--- src/rtl/ebr_write_packer.sv ---
// ebr_write_packer: burst write front end for one iCE40UP 4 kbit EBR; places narrow words on the 16-bit bus per width mode
// Ports: clk, resetn (sync, active-low); cmd_valid/cmd_ready/cmd_addr/cmd_len burst command;
//   s_valid/s_ready/s_data/s_bmask data stream; ram_waddr/ram_wdata/ram_wmask/ram_we/ram_wclke EBR write port;
//   busy, done (completion pulse), err (rejected command or end-of-array stop pulse).
// Build option: EBR_WR_WRAP_EN wraps the address at DEPTH-1 instead of stopping the burst.
module ebr_write_packer #(
  parameter int WRITE_MODE = 0
) (
  input  logic        clk,
  input  logic        resetn,
  input  logic        cmd_valid,
  output logic        cmd_ready,
  input  logic [10:0] cmd_addr,
  input  logic [10:0] cmd_len,
  input  logic        s_valid,
  output logic        s_ready,
  input  logic [15:0] s_data,
  input  logic [1:0]  s_bmask,
  output logic [10:0] ram_waddr,
  output logic [15:0] ram_wdata,
  output logic [15:0] ram_wmask,
  output logic        ram_we,
  output logic        ram_wclke,
  output logic        busy,
  output logic        done,
  output logic        err
);
  localparam int STRIDE = 1 << WRITE_MODE;
  localparam int OFF = WRITE_MODE == 2 ? 1 : WRITE_MODE == 3 ? 3 : 0;
  localparam int DEPTH = 256 << WRITE_MODE;
  localparam logic [10:0] AMAX = 11'(DEPTH - 1);
  if (WRITE_MODE < 0 || WRITE_MODE > 3) begin : g_bad_mode
    $fatal(1, "ebr_write_packer: WRITE_MODE must be 0..3");
  end
  typedef enum logic [1:0] {IDLE, BURST, DONE} state_t;
  state_t state, state_nx;
  logic [10:0] addr, remaining;
  logic [15:0] place, mask;
  logic cmd_acc, beat, bad_addr, last, stop;
  // Each used data bit lands every STRIDE bits starting at OFF, where the decoder samples it.
  for (genvar j = 0; j < 16; j++) begin : g_place
    if (j % STRIDE == OFF) begin : g_bit
      assign place[j] = s_data[j / STRIDE];
    end else begin : g_zero
      assign place[j] = 1'b0;
    end
  end
  assign mask = WRITE_MODE == 0 ? {{8{s_bmask[1]}}, {8{s_bmask[0]}}} : 16'h0000;
  // Gated by resetn so every output reads 0 while reset is held.
  assign cmd_ready = resetn && state == IDLE;
  assign s_ready = state == BURST;
  assign cmd_acc = cmd_valid && cmd_ready;
  assign beat = s_valid && s_ready;
  assign bad_addr = {1'b0, cmd_addr} >= 12'(DEPTH);
  assign last = remaining == 11'd0;
`ifdef EBR_WR_WRAP_EN
  assign stop = 1'b0;
`else
  // Writing the top word with beats still owed ends the burst early.
  assign stop = addr == AMAX && !last;
`endif
  assign busy = state != IDLE;
  assign done = state == DONE;
  assign ram_wclke = ram_we;
  always_comb begin
    state_nx = IDLE;
    state_nx = state == IDLE  ? (cmd_acc && !bad_addr ? BURST : IDLE)
             : state == BURST ? (beat && (last || stop) ? DONE : BURST)
             : IDLE;
  end
  always_ff @(posedge clk) begin
    if (!resetn) state <= IDLE;
    else state <= state_nx;
  end
  always_ff @(posedge clk) begin
    if (!resetn) begin
      addr      <= '0;
      remaining <= '0;
      ram_we    <= 1'b0;
      ram_waddr <= '0;
      ram_wdata <= '0;
      ram_wmask <= '0;
      err       <= 1'b0;
    end else begin
      addr      <= cmd_acc ? cmd_addr : beat ? (addr + 11'd1) & AMAX : addr;
      remaining <= cmd_acc ? cmd_len : beat ? remaining - 11'd1 : remaining;
      ram_we    <= beat;
      ram_waddr <= beat ? addr : '0;
      ram_wdata <= beat ? place : '0;
      ram_wmask <= beat ? mask : '0;
      err       <= (cmd_acc && bad_addr) || (beat && stop);
    end
  end
endmodule
--- config.mk ---
export PLATFORM = sky130hd
export DESIGN_NAME = ebr_write_packer
export DESIGN_NICKNAME = d
export VERILOG_FILES = /design/src/rtl/ebr_write_packer.sv
export SDC_FILE = /design/constraint.sdc
export NUM_CORES = 1
export LEC_CHECK = 0
export ABC_AREA = 1
export CAP_MARGIN = 15
export CORE_MARGIN = 5
export CORE_UTILIZATION = 40
export CTS_CLUSTER_DIAMETER = 40
export DETAILED_ROUTE_END_ITERATION = 10
export PLACE_DENSITY = 0.74
export RECOVER_POWER = 100
export SLEW_MARGIN = 10
export SYNTH_ARGS = -nofsm -noshare
export SYNTH_HDL_FRONTEND = slang
export SYNTH_SLANG_ARGS = --single-unit
--- constraint.sdc ---
create_clock -name clk -period 2.5 [get_ports clk]
set_clock_uncertainty 0.2 [all_clocks]
set_input_delay 0.5 -clock clk [delete_from_list [all_inputs] [get_ports clk]]
set_output_delay 0.5 -clock clk [all_outputs]
set_load 0.01 [all_outputs]
## Yosys cells after proc, flatten, opt, wreduce, memory -nomap -nowiden

Cells that the tools add are included.

| cells by class | value |
|---|---|
| equal/unequal tests | 3 |
| muxes and demuxes | 8 |
| divide/modulo/power cells | 0 |
| add/subtract/negate cells | 2 |
| multipliers | 0 |
| bitwise operators | 0 |
| magnitude comparators | 1 |
| reductions and logical operators | 17 |
| shifts and indexed selects | 0 |

Operators with widths:

| operator | number |
|---|---|
| $mux W11 | 4 |
| $eq A11 B8 Y1 const B | 1 |
| $ge A11 B9 Y1 const B | 1 |
| $logic_not A11 Y1 | 1 |
| $sub A11 B1 Y11 const B | 1 |
| $add A8 B1 Y8 const B | 1 |
| $logic_and A1 B1 Y1 | 8 |
| $mux W2 | 3 |
| $reduce_bool A2 Y1 | 2 |
| $eq A2 B1 Y1 const B | 1 |
| $eq A2 B2 Y1 const B | 1 |
| $logic_not A1 Y1 | 2 |
| $logic_not A2 Y1 | 1 |
| $logic_or A1 B1 Y1 | 2 |
| $reduce_and A2 Y1 | 1 |
| $mux W1 | 1 |

| storage, ports and cells | value |
|---|---|
| output and inout port bits | 50 |
| ROM bits | 0 |
| flip-flop bits (word level) | 62 |
| latch bits | 0 |
| memories kept | 0 |
| bits of input ports | 44 |
| memory bits (writable) | 0 |

## Logic depth before layout (Yosys ltp)

| depth | value |
|---|---|
| depth in word-level cells | 8 |
| depth in mapped cells | 9 |
| gate-level depth less buffers | 9 |

## Worst setup path after synthesis

OpenSTA, ideal clock, no wires.

| path | value |
|---|---|
| kind | input port to output port |
| from | input port resetn |
| to | output port cmd_ready |
| arrival | 1.199 ns |
| data required time | 1.800 ns |
| slack | 0.601 ns |
| stages on the path | 4 |
| cell sequence | buf_2 -> inv_2 -> clkbuf_1 -> nor2_1 |

| on the way | value |
|---|---|
| longest elaborated chain between the ends | 1 |

RTL lines:

| what | line | source |
|---|---|---|
| start, declared | 10 | `input logic resetn,` |
| $logic_and A1 B1 Y1 | 50 | `assign cmd_ready = resetn && state == IDLE;` |
| end, declared | 12 | `output logic cmd_ready,` |

No other way between the ends.

## Worst setup path after layout

Same ends and word-level chain as after synthesis.

==> run metrics <==
PD cells=493 mW/mm²; Reg area=0.00110 mm²; overall power=1.67 mW; Routed wire per std cell=11.2 µm; Final Hold Viols=0; R2R depth=7; Synth top area share=0.454; post-route cell area=0.00338 mm²; Final min period=2.38 ns; critical path capture point=cmd_ready; num ports=94; Die H=87.9 µm; Post-synth top cells=nand2_1 (72), dfxtp_1 (55), inv_1 (53), nor2_1 (48), nand3_1 (21); post-CTS sizing=0; Post-Syn Area=0.00242 mm²; gr ovfl total=0; clk_lat worst skew=0.31 ns; fmax=420 MHz; CTS Buffer Depth=2; final net count=463; chip width=87.9 µm; FP Rows=28; clock transition at the registers of the reported paths=0.10 ns; cell count after synthesis=339; Setup Crit Path Kind=input port to output port; DR vias/cell=4.59; Max rail drop VDD=0.228 mV; status=finished clean; max cap viols=0; Setup Fix Bufs, Post-CTS=0; Critical Path RT=1.80 ns; CP startpoint=resetn; H-Tree Level Count=2; Final Setup Violations=0; footprint of the multi-input gates=917 µm²; post-synth cell types=26; RePlAce Congestion=0.819; die footprint=0.00772 mm²; biggest area consumer among synthesized cells=dfxtp_1; remaining antenna violation count=0; crit path launch type=input port; final antenna diode count=0; CP Capture Type=output port; worst min path class=register to register; CTS tree=yes; first-pass GRT wire length=9270 µm; setup TNS=0 ns; max_slew headroom=0.455; Yosys reg bits=55; slew at the pin closest to its max-slew limit=0.816 ns; RSZ-0062 raised after global routing=no; Layout area overhead=39.5%; CTS buffer count=5; initial antenna violation count=0; LEAKAGE=1.62 nW; DRC violation count after routing=0; initial drt markers=93; Critical Path Fanout Max=2; Post-synth top flop=dfxtp_1; HPWL after DPL=4260 µm; R2R setup slack=0.63 ns; vias=2263; worst r2r src=state[1]$_SDFF_PP0_; Placed Area=0.00329 mm²; vias in the first global route=2073; hold-fix buffers at CTS=0; Hold Path Depth=2; Avg Inst Size Synth=7.15 µm²; WP data arrival=1.68 ns; 1st-pass router iterations=4; core area=0.00592 mm²; FFs w/ async S/R, synth=0; Seq/Total Area, Yosys=0.454; Port Buf Inserts=93; Post-synth EDFFs=0; synth top area cells=dfxtp_1 (45%), nand2_1 (11%), inv_1 (8.2%); CTS root buf=clkbuf_8; reg2reg end=addr[5]$_SDFFE_PN0P_; WL final=5540 µm; crit share post-route=0.953; clk sinks=55; Final Max Slew Viols=0; share of layout cells above drive strength 1=0.0407; total track usage=0.150; top-count cell post-synth=nand2_1; starting density of the core=0.410; FILL cells=578; pin count of the biggest net entering global routing=30; Synthesized Nets=385; synth warn=0
[through the flow]
| stage | instances | setup WS [ns] | util | hold slack [ns] |
|---|---|---|---|---|
| floorplan | 339 | 0.601 | - | 0.234 |
| global placement | 485 | 0.113 | 0.556 | 0.246 |
| detailed placement | 485 | 0.0904 | 0.556 | 0.246 |
| CTS | 493 | 0.105 | 0.573 | 0.265 |
| global route | 493 | 0.0555 | 0.571 | 0.286 |
| finish | 493 | 0.117 | 0.571 | 0.265 |
[worst max-delay path: stages]
cell	delay, ns
clkdlybuf4s50_1	0.49
inv_1	0.06
nor2_1	0.10
clkdlybuf4s50_1	0.54
[metal layers]
metal	track usage	part of all wire
met1	0.190	0.44
met2	0.251	0.45
met3	0.0339	0.098
met4	0.0474	0.013
met5	0	0
[layout by cell type (no fill, tap or decap)]
| master | instances |
|---|---|
| ha_1 | 2 |
| nor2_1 | 49 |
| buf_4 | 3 |
| or2_2 | 1 |
| nand3_2 | 1 |
| xnor2_1 | 1 |
| nor3_1 | 7 |
| o21bai_1 | 1 |
| inv_1 | 55 |
| nand3b_1 | 1 |
| nand2_1 | 72 |
| nor2_4 | 1 |
| a21oi_1 | 16 |
| clkinv_4 | 1 |
| nand2_2 | 1 |
| a211oi_1 | 1 |
| nand4_1 | 3 |
| nor4_1 | 1 |
| nand3_1 | 21 |
| o211ai_1 | 4 |
| clkbuf_1 | 1 |
| clkdlybuf4s50_1 | 44 |
| dlygate4sd3_1 | 49 |
| clkbuf_8 | 6 |
| o21ai_0 | 12 |
| a31oi_1 | 6 |
| clkinvlp_4 | 1 |
| inv_2 | 2 |
| dfxtp_1 | 55 |
[where the power goes]
group	leakage (nW)	switching (mW)	internal (mW)	total (mW)
Combinational	1.12	0.113	0.118	0.231
Clock	0.0474	0.293	0.227	0.519
Sequential	0.446	0.0193	0.897	0.916
[cells by family after synthesis]
family                   synth area share
flip-flops                          0.454
AO/OA/AOI/OAI                      0.0919
adder cells (fa/ha/maj)            0.0103
AND/OR/NAND/NOR                     0.276
buffers and inverters               0.165
XOR/XNOR                          0.00361
[sequential cells by signal, summed over array words and instances, names as in the netlist]
name,cells
addr,11
ram_wclke,1
err,1
state,2
ram_wmask,2
ram_wdata,16
remaining,11
ram_waddr,11
[how the worst min path moves through the flow]
| stage | to | startpoint |
|---|---|---|
| after global placement | ram_waddr[8]$_SDFF_PN0_ | addr[8]$_SDFFE_PN0P_ |
| final | ram_waddr[8]$_SDFF_PN0_ | addr[8]$_SDFFE_PN0P_ |
| after global routing | ram_waddr[8]$_SDFF_PN0_ | addr[8]$_SDFFE_PN0P_ |
| after detailed placement | ram_waddr[8]$_SDFF_PN0_ | addr[8]$_SDFFE_PN0P_ |
| after floorplan | ram_waddr[9]$_SDFF_PN0_ | addr[9]$_SDFFE_PN0P_ |
| after CTS | ram_waddr[8]$_SDFF_PN0_ | addr[8]$_SDFFE_PN0P_ |
[layout make-up]
| cell class | count | share of cell area |
|---|---|---|
| clock buffers | 6 | 0.0244 |
| clock inverters | 2 | 0.00481 |
| inverters | 57 | 0.0633 |
| multi-input cells | 201 | 0.271 |
| flip-flops and latches | 55 | 0.326 |
| well taps | 75 | 0.0277 |
| repair buffers | 97 | 0.283 |
Power figures use the tool's default switching activity.
